[src/rtl/audio_codec_link.sv]
// -----------------------------------------------------------------------------
// audio_codec_link
//
// Codec-side end of the APU sample interface. Generates the I2S bit clock and
// the LR clocks for a WM8731-class codec. Serialises the 16-bit mixed sample to
// the DAC as mono, sending the same word in both slots. Deserialises the
// left-channel ADC word back to the mixer.
//
// Ports
//   clk           system clock; the only clock in the block
//   reset         synchronous, active-high reset
//   audio_output  sample from the producer; latched one bclk period after
//                 sample_req
//   sample_req    one-clk pulse asking the producer for the next sample
//   audio_input   last captured left-channel ADC word; held between captures
//   sample_end    one-clk pulse; audio_input was just updated
//   aud_bclk      codec bit clock
//   aud_daclrck   DAC LR clock (0 = left slot, 1 = right slot)
//   aud_adclrck   ADC LR clock; always equal to aud_daclrck
//   aud_dacdat    serial DAC data, MSB first, one-bit I2S delay
//   aud_adcdat    serial ADC data, MSB first
// -----------------------------------------------------------------------------
module audio_codec_link #(
   parameter int BCLK_HALF    = 8,
   parameter int SLOT_BITS    = 32,
   parameter int SAMPLE_WIDTH = 16
) (
   input  logic                    clk,
   input  logic                    reset,
   input  logic [SAMPLE_WIDTH-1:0] audio_output,
   output logic                    sample_req,
   output logic [SAMPLE_WIDTH-1:0] audio_input,
   output logic                    sample_end,
   output logic                    aud_bclk,
   output logic                    aud_daclrck,
   output logic                    aud_adclrck,
   output logic                    aud_dacdat,
   input  logic                    aud_adcdat
);

   localparam int FRAME_BITS = 2 * SLOT_BITS;
   localparam int BIT_W      = $clog2(FRAME_BITS);
   localparam int DIV_W      = (BCLK_HALF > 1) ? $clog2(BCLK_HALF) : 1;

   localparam logic [DIV_W-1:0] DIV_LAST = DIV_W'(BCLK_HALF - 1);
   localparam logic [DIV_W-1:0] DIV_ONE  = DIV_W'(1);
   localparam logic [BIT_W-1:0] BIT_LAST = BIT_W'(FRAME_BITS - 1);
   localparam logic [BIT_W-1:0] BIT_ONE  = BIT_W'(1);
   localparam logic [BIT_W-1:0] BIT_TWO  = BIT_W'(2);
   localparam logic [BIT_W-1:0] SLOT_B   = BIT_W'(SLOT_BITS);
   localparam logic [BIT_W-1:0] WIDTH_B  = BIT_W'(SAMPLE_WIDTH);

   logic [DIV_W-1:0]        div_cnt;
   logic [BIT_W-1:0]        bit_cnt;
   logic [SAMPLE_WIDTH-1:0] latched;
   logic [SAMPLE_WIDTH-1:0] dac_shift;
   logic [SAMPLE_WIDTH-1:0] adc_shift;
   logic                    adc_done;

   logic                    div_wrap;
   logic                    bclk_rise;
   logic                    bclk_fall;
   logic [BIT_W-1:0]        bit_next;
   logic                    right_next;
   logic [BIT_W-1:0]        slot_next;
   logic [SAMPLE_WIDTH-1:0] load_word;

   // Edge detection and frame position. All timing derives from the divider
   // wrap, so bclk edges are known one cycle early and every output changes
   // in the same cycle as aud_bclk. slot_next is the bit index within the
   // slot that the upcoming falling edge starts.
   always_comb begin
      div_wrap   = (div_cnt == DIV_LAST);
      bclk_rise  = div_wrap && !aud_bclk;
      bclk_fall  = div_wrap && aud_bclk;
      bit_next   = (bit_cnt == BIT_LAST) ? '0 : bit_cnt + BIT_ONE;
      right_next = (bit_next >= SLOT_B);
      slot_next  = right_next ? bit_next - SLOT_B : bit_next;
      // The right slot reuses the word latched for the left slot (mono).
      load_word  = right_next ? latched : audio_output;
   end

   // Bit clock, frame counter, LR clock and sample request. bit_cnt resets to
   // the last frame bit so that the first falling edge opens bit 0 of a left
   // slot and issues the first sample_req.
   always_ff @(posedge clk) begin
      if (reset) begin
         div_cnt     <= '0;
         aud_bclk    <= 1'b0;
         bit_cnt     <= BIT_LAST;
         aud_daclrck <= 1'b0;
         sample_req  <= 1'b0;
      end else begin
         sample_req <= 1'b0;
         if (div_wrap) begin
            div_cnt  <= '0;
            aud_bclk <= !aud_bclk;
         end else begin
            div_cnt <= div_cnt + DIV_ONE;
         end
         if (bclk_fall) begin
            bit_cnt     <= bit_next;
            aud_daclrck <= right_next;
            sample_req  <= (bit_next == '0);
         end
      end
   end

   assign aud_adclrck = aud_daclrck;

   // DAC serialiser. Slot bit 0 is the I2S one-bit delay. At slot bit 1 the
   // word is loaded: its MSB goes straight to aud_dacdat, and the rest is
   // kept left-aligned in dac_shift. Each later falling edge up to bit
   // SAMPLE_WIDTH then emits the shift-register MSB. The remaining slot bits
   // are driven low.
   always_ff @(posedge clk) begin
      if (reset) begin
         latched    <= '0;
         dac_shift  <= '0;
         aud_dacdat <= 1'b0;
      end else if (bclk_fall) begin
         if (slot_next == BIT_ONE) begin
            if (!right_next) begin
               latched <= audio_output;
            end
            dac_shift  <= {load_word[SAMPLE_WIDTH-2:0], 1'b0};
            aud_dacdat <= load_word[SAMPLE_WIDTH-1];
         end else if (slot_next >= BIT_TWO && slot_next <= WIDTH_B) begin
            dac_shift  <= {dac_shift[SAMPLE_WIDTH-2:0], 1'b0};
            aud_dacdat <= dac_shift[SAMPLE_WIDTH-1];
         end else begin
            aud_dacdat <= 1'b0;
         end
      end
   end

   // ADC deserialiser. The data line is sampled on rising bclk in the middle
   // of each bit, during left-slot bits 1..SAMPLE_WIDTH only. bit_cnt still
   // holds the current bit here because it advances on falling edges.
   // adc_done marks the final bit; the word is published one clk later with
   // sample_end. A reset clears adc_done, so a partial word is never
   // published.
   always_ff @(posedge clk) begin
      if (reset) begin
         adc_shift   <= '0;
         adc_done    <= 1'b0;
         audio_input <= '0;
         sample_end  <= 1'b0;
      end else begin
         adc_done   <= 1'b0;
         sample_end <= adc_done;
         if (bclk_rise && bit_cnt >= BIT_ONE && bit_cnt <= WIDTH_B) begin
            adc_shift <= {adc_shift[SAMPLE_WIDTH-2:0], aud_adcdat};
            adc_done  <= (bit_cnt == WIDTH_B);
         end
         if (adc_done) begin
            audio_input <= adc_shift;
         end
      end
   end

endmodule

[config.mk]
export PLATFORM = sky130hd
export DESIGN_NAME = audio_codec_link
export DESIGN_NICKNAME = d
export VERILOG_FILES = /design/src/rtl/audio_codec_link.sv
export SDC_FILE = /design/constraint.sdc
export NUM_CORES = 1
export LEC_CHECK = 0
export CAP_MARGIN = 30
export CORE_MARGIN = 5
export CORE_UTILIZATION = 51
export DETAILED_ROUTE_END_ITERATION = 6
export PLACE_DENSITY = 0.8
export SETUP_SLACK_MARGIN = 0.1
export SLEW_MARGIN = 10
export SYNTH_ARGS = -nofsm -noshare
export SYNTH_HDL_FRONTEND = slang
export SYNTH_SLANG_ARGS = --single-unit
[constraint.sdc]
create_clock -name clk -period 2.45 [get_ports clk]
set_input_delay 0.3675 -clock clk [delete_from_list [all_inputs] [get_ports clk]]
set_output_delay 0.3675 -clock clk [all_outputs]
set_load 0.02 [all_outputs]
Yosys cells after proc, flatten, opt, wreduce, memory -nomap -nowiden
Cells that the tools add are included.
{"block": "classes", "n_addsub": 3, "shifts": 0, "muxes": 7, "n_reduce_logical": 13, "mul": 0, "magnitude_cmp": 5, "bitwise_logic": 2, "n_div": 0, "n_eq_ne": 4}
{"op": "16-bit two-way mux", "n": 3}
{"op": "6-bit by 5-bit <= comparator with 1-bit output (second input constant)", "n": 2}
{"op": "6-bit two-way mux", "n": 2}
{"op": "6-bit by 1-bit adder with 6-bit output (second input constant)", "n": 1}
{"op": "6-bit by 1-bit == test with 1-bit output (second input constant)", "n": 1}
{"op": "6-bit by 5-bit == test with 1-bit output (second input constant)", "n": 1}
{"op": "6-bit == test (second input constant)", "n": 1}
{"op": "6-bit by 1-bit >= comparator with 1-bit output (second input constant)", "n": 1}
{"op": "6-bit by 2-bit >= comparator with 1-bit output (second input constant)", "n": 1}
{"op": "6-bit >= comparator (second input constant)", "n": 1}
{"op": "6-bit logical NOT", "n": 1}
{"op": "2-bit OR reduction", "n": 3}
{"op": "6-bit subtractor (second input constant)", "n": 1}
{"op": "1-bit logical AND", "n": 5}
{"op": "2-bit AND reduction", "n": 2}
{"op": "3-bit by 1-bit adder with 3-bit output (second input constant)", "n": 1}
{"op": "3-bit == test (second input constant)", "n": 1}
{"op": "1-bit two-way mux", "n": 2}
{"op": "1-bit inverter", "n": 2}
{"op": "2-bit nonzero test", "n": 1}
{"op": "1-bit logical NOT", "n": 1}
{"block": "totals", "output_inout_bits": 22, "latch_bits": 0, "word_cells": 46, "mem_bits_ro": 0, "reg_bits": 79, "n_memories": 0, "inputBits": 19, "mem_bits_rw": 0}

Depth between registers and ports, before layout
Gate-level depths: netlist of run 1.
{"block": "logic_depth", "ltp_word": 8, "depth_mapped": 11, "mapped_depth_nobuf": 8}

Least setup slack after synthesis of run 1
Ideal clock, no wire load.
{"block": "synth_timing", "kind": "flip-flop to flip-flop", "startpoint": "register bit_cnt[1]", "endpoint": "register adc_shift[11]", "path_buffers": 2, "arrival_time_ns": 2.021, "slack_ns": 0.301, "period_less_slack_ns": 2.149, "required_time_ns": 2.322, "stages_incl_launch_ff": 10, "setup_time_ns": 0.128, "cell_sequence": "dfxtp_1 -> buf_2 -> inv_1 -> ha_1 -> inv_1 -> or3_1 -> o311ai_4 -> buf_8 -> mux2i_1 -> nor2_1"}
{"block": "synth_between", "elab_chain_cells": 3}
{"element": "from (decl)", "line_no": "54", "source": "logic [BIT_W-1:0] bit_cnt;"}
{"element": "from (signal assigned)", "line_no": "102", "source": "bit_cnt <= bit_next;"}
{"element": "6-bit by 1-bit >= comparator with 1-bit output", "line_no": "152", "source": "if (bclk_rise && bit_cnt >= BIT_ONE && bit_cnt <= WIDTH_B) begin"}
{"element": "1-bit logical AND", "line_no": "152"}
{"element": "1-bit logical AND *", "line_no": "152"}
{"element": "to (signal assigned)", "line_no": "153", "source": "adc_shift <= {adc_shift[SAMPLE_WIDTH-2:0], aud_adcdat};"}
{"element": "to (decl)", "line_no": "57", "source": "logic [SAMPLE_WIDTH-1:0] adc_shift;"}
Mark *: on every way between the ends. The rest lies on a longest branch, timed or not.
A chain may end at the register's enable or synchronous reset.

Worst setup path in the final report of run 1
{"block": "layout_timing", "startpoint": "register bit_cnt[3]", "endpoint": "register dac_shift[7]"}
{"block": "layout_between", "elab_chain_cells": 8}
{"element": "6-bit by 1-bit adder with 6-bit output or 6-bit == test (tied branches)", "line_no": "76", "source": "bit_next = (bit_cnt == BIT_LAST) ? '0 : bit_cnt + BIT_ONE;"}
{"element": "6-bit two-way mux *", "line_no": "76"}
{"element": "6-bit subtractor or 6-bit >= comparator (tied branches)", "line_no": "78, 77"}
{"element": "6-bit two-way mux", "line_no": "78", "source": "slot_next = right_next ? bit_next - SLOT_B : bit_next;"}
{"element": "6-bit by 2-bit >= comparator with 1-bit output or 6-bit by 5-bit <= comparator with 1-bit output (tied branches)", "line_no": "128", "source": "end else if (slot_next >= BIT_TWO && slot_next <= WIDTH_B) begin"}
{"element": "1-bit logical AND", "line_no": "128"}
{"element": "2-bit nonzero test (no source line)"}
{"element": "2-bit AND reduction (no source line)"}
{"element": "to (signal assigned)", "line_no": "126", "source": "dac_shift <= {load_word[SAMPLE_WIDTH-2:0], 1'b0};"}
{"element": "to (signal assigned)", "line_no": "129", "source": "dac_shift <= {dac_shift[SAMPLE_WIDTH-2:0], 1'b0};"}
{"element": "to (decl)", "line_no": "56", "source": "logic [SAMPLE_WIDTH-1:0] dac_shift;"}
Marks and branches as above.

==> qor.csv, run 1 <==
stage,metric,value,unit
logic_synthesis,synthCells,417,
setup_path,path_class,register to register,
detailed_routing,first_iter_violations,369,
setup_path,end_kind,register,
setup_path,crit_path_cell_trace,"and2_1, a21o_1, o22ai_1, a21oi_1, a221oi_1, a311oi_1",
timing,clock_skew,0.0101,ns
global_route,grt.overflow.total,0,
clock_tree,numCtsBuffers,9,
logic_synthesis,synthArstFlopShare,0,%
floorplan,initial_core_util,51.5,%
global_route,grt_pass1_wl,14.4,mm
timing,relSlewSlack,56.6,%
setup_path,critPathLaunchType,register,
logic_synthesis,syn-num-nets,443,
logic_synthesis,synth_common_cells,"78 x dfxtp_1, 61 x nor2_1, 37 x mux2i_1",
floorplan,die_w,94.9,um
setup_path,crit_cells,6,
power,pwr-share-clk,42.7,%
detailed_routing,wl_per_cell,14.9,um
detailed_routing,antenna_left,0,
clock_tree,clock_latency,0.35,ns
timing,finalSetupViolCount,0,
timing,hold_viol_final,0,
logic_synthesis,seq_area_frac_synth,42.5,%
final_layout,drive_gt1_share,10.5,%
logic_synthesis,ys_ff_latch,78,
setup_path,crit_fanout,16,
final_layout,insertedDiodeCount,0,
hold_path,hold_depth,1,
clock_tree,path_clk_slew,0.07,ns
timing,fmax,454,MHz
setup_path,reg2reg_from,bit_cnt[3]$_SDFFE_PP1P_,
floorplan,die_height,94.9,um
clock_tree,ctsHoldBuffers,0,
power,pwr_density_cell,539,mW/mm^2
floorplan,num_io_pins,41,
run_status,status,"finished, final reports clean",
logic_synthesis,netlist_top_cells_area,"dfxtp_1 42%, mux2i_1 10%, nor2_1 6.2%",
setup_path,cpPeakStageDelay,0.60,ns
detailed_routing,vias,3181,
clock_tree,cts_tree,done,
power,p_leak,0.00177,uW
setup_path,crit_family,compound AO/OA/AOI/OAI gates,
timing,rsz0062_at_grt,false,
setup_path,rrSetupSlack,0.25,ns
logic_synthesis,synth_edf_count,0,
power,vdd_drop_max,0.000389,V
logic_synthesis,synth.distinct_cells,43,
logic_synthesis,synth_top_cell_by_area,dfxtp_1,
hold_path,min_from,div_cnt[0]$_SDFF_PP0_,
global_route,grt_max_degree,38,
logic_synthesis,synth.avg_cell_area,8.82,um^2
global_route,grt_pass1_vias,3168,
timing,worst_slew_pin_slew,0.650,ns
logic_synthesis,netlist_area,0.00368,mm^2
timing,finalCritPeriodShare,89.8,%
logic_synthesis,yosys_warnings,0,
clock_tree,root_buffer,clkbuf_8,
place,hpwl,5.68,mm
job,maxCapViolCount,0,
setup_path,cp_num_buf_inv,0,
power,switchingPower,505,uW
setup_path,crit_arrival,2.46,ns
setup_path,cp_slowest_cell,dfxtp_1,
timing,tns,0,ns
global_route,antenna_found_initial,0,
setup_path,r2r_cells,6,
place,port_buffers,40,
timing,whs,0.437,ns
floorplan,dieArea,0.00901,mm^2
clock_tree,cts_max_level,3,
power,combPwrFrac,3.7,%
power,pwr-share-seq,53.6,%
global_route,grt_usage,20.3,%
final_layout,area_delta_synth_final,19.8,%
hold_path,min_path_type,register to register,
hold_path,whs_endpoint,div_cnt[0]$_SDFF_PP0_,
detailed_routing,via_per_inst,5.71,
setup_path,r2r_end,dac_shift[7]$_SDFFE_PP0P_,
timing,period_minus_slack,2.20,ns
detailed_routing,drcViolationCount,0,
clock_tree,cts.sinks,78,
detailed_routing,routed_wirelength,8.31,mm
final_layout,layout.nets,479,
floorplan,rows,31,
timing,final_max_slew_viol_count,0,
detailed_routing,drt-pass1-iter-count,5,
clock_tree,post_cts_buffers,0,
clock_tree,clockBufferDepth,2,
logic_synthesis,synth_most_common_cell,dfxtp_1,
place,gp_congestion,0.946,
power,sw_frac_of_total,21.3,%
floorplan,coreArea,0.00714,mm^2
logic_synthesis,ys.flop_type,dfxtp_1,
power,p_int,1870,uW
setup_path,worst-endpoint-required,2.71,ns
logic_synthesis,synth.top_cell.area_share,42.5,%
==> registers in the layout, summed over array words and instances, names as in the netlist <==
register	flops
aud_dacdat	1
sample_end	1
bit_cnt	6
dac_shift	15
aud_bclk	1
adc_shift	16
latched	16
aud_adclrck	1
sample_req	1
div_cnt	3
adc_done	1
audio_input	16
==> kinds of logic (layout without fill, tap and decap cells) <==
kind of cell | Yosys count | after routing | synth area share (%)
buffers and inverters | 56 | 97 | 7.59
adders and majority gates | 7 | 7 | 2.38
xor gates and xnor gates | 3 | 3 | 0.715
muxes | 37 | 37 | 10.1
AOI/OAI and AO/OA | 106 | 106 | 20.7
and+or+nand+nor | 130 | 130 | 16.0
DFF | 78 | 78 | 42.5
==> metal layers <==
layer	part of all wire [%]	GRT usage (%)
met5	0	0
met4	3.5	11.5
met3	5.3	4.78
met2	46	31.9
met1	45	25.4
==> worst register-to-register path, cell delays in order (launching register included) <==
cell and delay (ns):
dfxtp_1 0.60, and2_1 0.23, a21o_1 0.51, o22ai_1 0.14, a21oi_1 0.25, a221oi_1 0.13
a311oi_1 0.25
==> power groups by stage <==
stage               combinational [uW]  sequential, uW  clock (uW)
floorplan                         40.5            1300           0
global placement                  82.9            1300           0
detailed placement                84.6            1300           0
CTS                               85.2            1270        1040
global route                      96.1            1270        1100
finish                            87.0            1270        1020
==> worst max path at each step <==
stage	end	start	slack [ns]
2_1_floorplan	adc_shift[11]$_SDFFE_PP0P_	bit_cnt[1]$_SDFFE_PP1P_	0.30
3_3_place_gp	dac_shift[6]$_SDFFE_PP0P_	bit_cnt[0]$_SDFFE_PP1P_	0.24
3_5_place_dp	dac_shift[6]$_SDFFE_PP0P_	div_cnt[0]$_SDFF_PP0_	0.21
4_1_cts	dac_shift[6]$_SDFFE_PP0P_	bit_cnt[0]$_SDFFE_PP1P_	0.20
5_1_grt	dac_shift[15]$_SDFFE_PP0P_	div_cnt[0]$_SDFF_PP0_	0.11
6_report	dac_shift[7]$_SDFFE_PP0P_	bit_cnt[3]$_SDFFE_PP1P_	0.25
==> cells in the final DEF, fill, tap and decap left out, types with 2 or more instances in the layout <==
cell and instances:
a21o_1 2, a21oi_1 30, a221oi_1 14, a311oi_1 14
and2_1 6, and3_1 3, buf_4 20, clkbuf_8 12
clkdlybuf4s50_1 39, clkinvlp_4 2, dfxtp_1 77, ha_1 5
inv_1 19, mux2i_1 37, nand2_1 31, nand3_1 3
nand3b_1 2, nand4_1 2, nor2_1 61, nor3_1 9
nor3b_1 3, nor4b_1 2, o21ai_0 5, o21bai_1 2
o22ai_1 29, o31ai_1 2, or3_1 4, xnor2_1 2
==> layout make-up <==
cell class                 instances  area (um^2)
clock buffer                      12          165
sequential                        78         1560
timing repair buffer              62          577
tap                               99          124
inverter                          19         71.3
multi-input combinational        283         1850
fill                             635         2730
clock inverter                     4         53.8
==> metrics by stage <==
stage / util, % / cells / power [uW] / setup WS (ns) / area (um^2)
final: 61.7 / 557 / 2380 / 0.249 / 4400
after global routing: 61.7 / 557 / 2470 / 0.113 / 4400
after CTS: 61.4 / 557 / 2400 / 0.195 / 4380
after detailed placement: 58.4 / 541 / 1390 / 0.208 / 4170
after global placement: 58.4 / 541 / 1390 / 0.236 / 4170
after floorplan: - / 417 / 1340 / 0.301 / 3680
==> timing repair <==
item	CTS	global route
resized for setup	0	5
endpoints found under the setup margin	0	28
hold endpoints to repair	0	0
Power figures use the tool's default switching activity.
==> run 2: changes to the inputs <==
- HOLD_SLACK_MARGIN: default -> 0.1
- PLACE_DENSITY: 0.8 -> 0.7
==> qor.csv, run 2 (synthesized netlist as in run 1, its figures left out) <==
stage,metric,value,unit
timing,fmax,454,MHz
final_layout,final_core_util,61.0,%
clock_tree,root_buffer,clkbuf_8,
global_route,grt.overflow.total,0,
timing,finalCritPeriodShare,89.9,%
timing,hold_viol_final,0,
clock_tree,path_clk_slew,0.09,ns
place,place_inst,536,
floorplan,num_io_pins,41,
floorplan,coreArea,0.00714,mm^2
detailed_routing,first_iter_violations,149,
timing,tns,0,ns
final_layout,fill_cells,649,
floorplan,die_w,94.9,um
timing,finalSetupViolCount,0,
place,gp_congestion,0.872,
final_layout,mostFrequentLayoutCell,dfxtp_1,
setup_path,critPathLaunchType,register,
detailed_routing,antenna_left,0,
timing,worst_slew_pin_slew,0.639,ns
clock_tree,cts_max_level,3,
floorplan,rows,31,
detailed_routing,vias,3077,
setup_path,cp_slowest_cell,dfxtp_2,
place,port_buffers,40,
setup_path,worst-endpoint-required,2.66,ns
floorplan,dieArea,0.00901,mm^2
clock_tree,clockBufferDepth,2,
detailed_routing,drcViolationCount,0,
setup_path,crit_fanout,29,
timing,relSlewSlack,57.4,%
setup_path,end_kind,register,
floorplan,die_height,94.9,um
floorplan,initial_core_util,51.5,%
global_route,antenna_found_initial,0,
global_route,grt_pass1_vias,3077,
setup_path,crit_path_cell_trace,"inv_1, ha_1, or3_1, a2bb2oi_1, a21o_1, buf_12, a221oi_1, a311oi_1",
clock_tree,cts_tree,done,
clock_tree,clock_latency,0.35,ns
detailed_routing,drt-pass1-iter-count,5,
job,maxCapViolCount,0,
final_layout,layout.nets,474,
power,switchingPower,568,uW
setup_path,cpPeakStageDelay,0.38,ns
run_status,status,"finished, final reports clean",
final_layout,area_delta_synth_final,18.4,%
detailed_routing,routed_wirelength,8.19,mm
global_route,grt_pass1_wl,14.3,mm
hold_path,min_path_type,register to register,
place,placed_cell_area,0.00415,mm^2
power,combPwrFrac,3.7,%
global_route,grt_max_degree,42,
timing,clock_skew,0.0113,ns
final_layout,fin_area,0.00435,mm^2
power,sw_frac_of_total,25.0,%
timing,final_max_slew_viol_count,0,
setup_path,path_class,register to register,
final_layout,reg_top3,"adc_shift: 16 flops, audio_input: 16 flops, latched: 16 flops",
final_layout,instances_no_fill,552,
power,vdd_drop_max,0.000304,V
place,hpwl,5.51,mm
power,p_int,1700,uW
setup_path,crit_arrival,2.41,ns
timing,rsz0062_at_grt,false,
final_layout,insertedDiodeCount,0,
power,pwr-share-seq,56.1,%
detailed_routing,via_per_inst,5.57,
power,pwr-share-clk,40.2,%
power,p_leak,0.00174,uW
power,pwr_density_cell,521,mW/mm^2
global_route,grt_usage,19.7,%
clock_tree,post_cts_buffers,0,
clock_tree,numCtsBuffers,9,
clock_tree,cts.sinks,78,
detailed_routing,wl_per_cell,14.8,um
final_layout,drive_gt1_share,10.4,%
timing,period_minus_slack,2.20,ns
final_layout,most-common-layout-cells,"75 x dfxtp_1, 61 x nor2_1, 39 x clkdlybuf4s50_1, 37 x mux2i_1, 31 x nand2_1",
## run 2: cell types whose count changed in the layout (fill, tap and decap cells not counted), moves of 2 or more
cell / before / now
buf_4: 20 / 14
clkbuf_8: 12 / 9
inv_6: 0 / 3
buf_12: 1 / 3
dfxtp_1: 77 / 75
dfxtp_2: 1 / 3
## run 2: what timing repair did
item	in CTS	in global routing
hold endpoints to repair	0	0
endpoints found under the setup margin	0	31
hold buffers	0	0
resized for setup	0	7
## run 2: power by group through the flow
| stage | Clock (uW) | Combinational (uW) | Sequential [uW] |
|---|---|---|---|
| finish | 912 | 84.7 | 1270 |
| floorplan | 0 | 40.5 | 1300 |
| detailed placement | 0 | 84.5 | 1300 |
| global placement | 0 | 83.5 | 1300 |
| CTS | 941 | 84.9 | 1270 |
| global route | 985 | 94.4 | 1270 |
## run 2: final timing paths
path / from / endpoint / slack, ns / cells past startpoint
worst max register to register: bit_cnt[0]$_SDFFE_PP1P_ / dac_shift[3]$_SDFFE_PP0P_ / 0.25 / 8
worst min register to register: div_cnt[0]$_SDFF_PP0_ / div_cnt[0]$_SDFF_PP0_ / 0.43 / 1
worst min-delay path: div_cnt[0]$_SDFF_PP0_ / div_cnt[0]$_SDFF_PP0_ / 0.43 / 1
worst max-delay path: bit_cnt[0]$_SDFFE_PP1P_ / dac_shift[3]$_SDFFE_PP0P_ / 0.25 / 8
## run 2: routing by layer
layer / track usage (%) / vias to the layer above / part of all wire, %
li1: - / 1558 / -
met1: 25.1 / 1438 / 45
met2: 32.4 / 70 / 48
met4: 8.05 / 0 / 1.3
met5: 0 / - / 0
met3: 4.38 / 11 / 6.2
## run 2: critical path: cells and delay by family (launching register included)
kind / cells / cell delay, ns
adder cells (fa/ha/maj): 1 / 0.33
flip-flops: 1 / 0.38
AND/OR/NAND/NOR: 1 / 0.37
AO/OA/AOI/OAI: 4 / 0.73
buffers and inverters: 2 / 0.24
## run 2: area by class of cell
| class | count | area, um^2 | area share, % |
|---|---|---|---|
| clock buffers | 9 | 124 | 2.84 |
| clock inverters | 7 | 62.6 | 1.44 |
| inverters | 19 | 71.3 | 1.64 |
| multi-input cells | 283 | 1850 | 42.4 |
| flip-flops and latches | 78 | 1570 | 35.9 |
| well taps | 99 | 124 | 2.84 |
| repair buffers | 57 | 561 | 12.9 |
## run 2: metrics by stage
stage                     total power [uW]  hold slack, ns  setup WS [ns]
final                                 2270           0.431          0.247
after CTS                             2300           0.435          0.169
after floorplan                       1340           0.404          0.301
after detailed placement              1390           0.423          0.178
after global routing                  2350           0.451          0.114
after global placement                1390           0.420          0.250
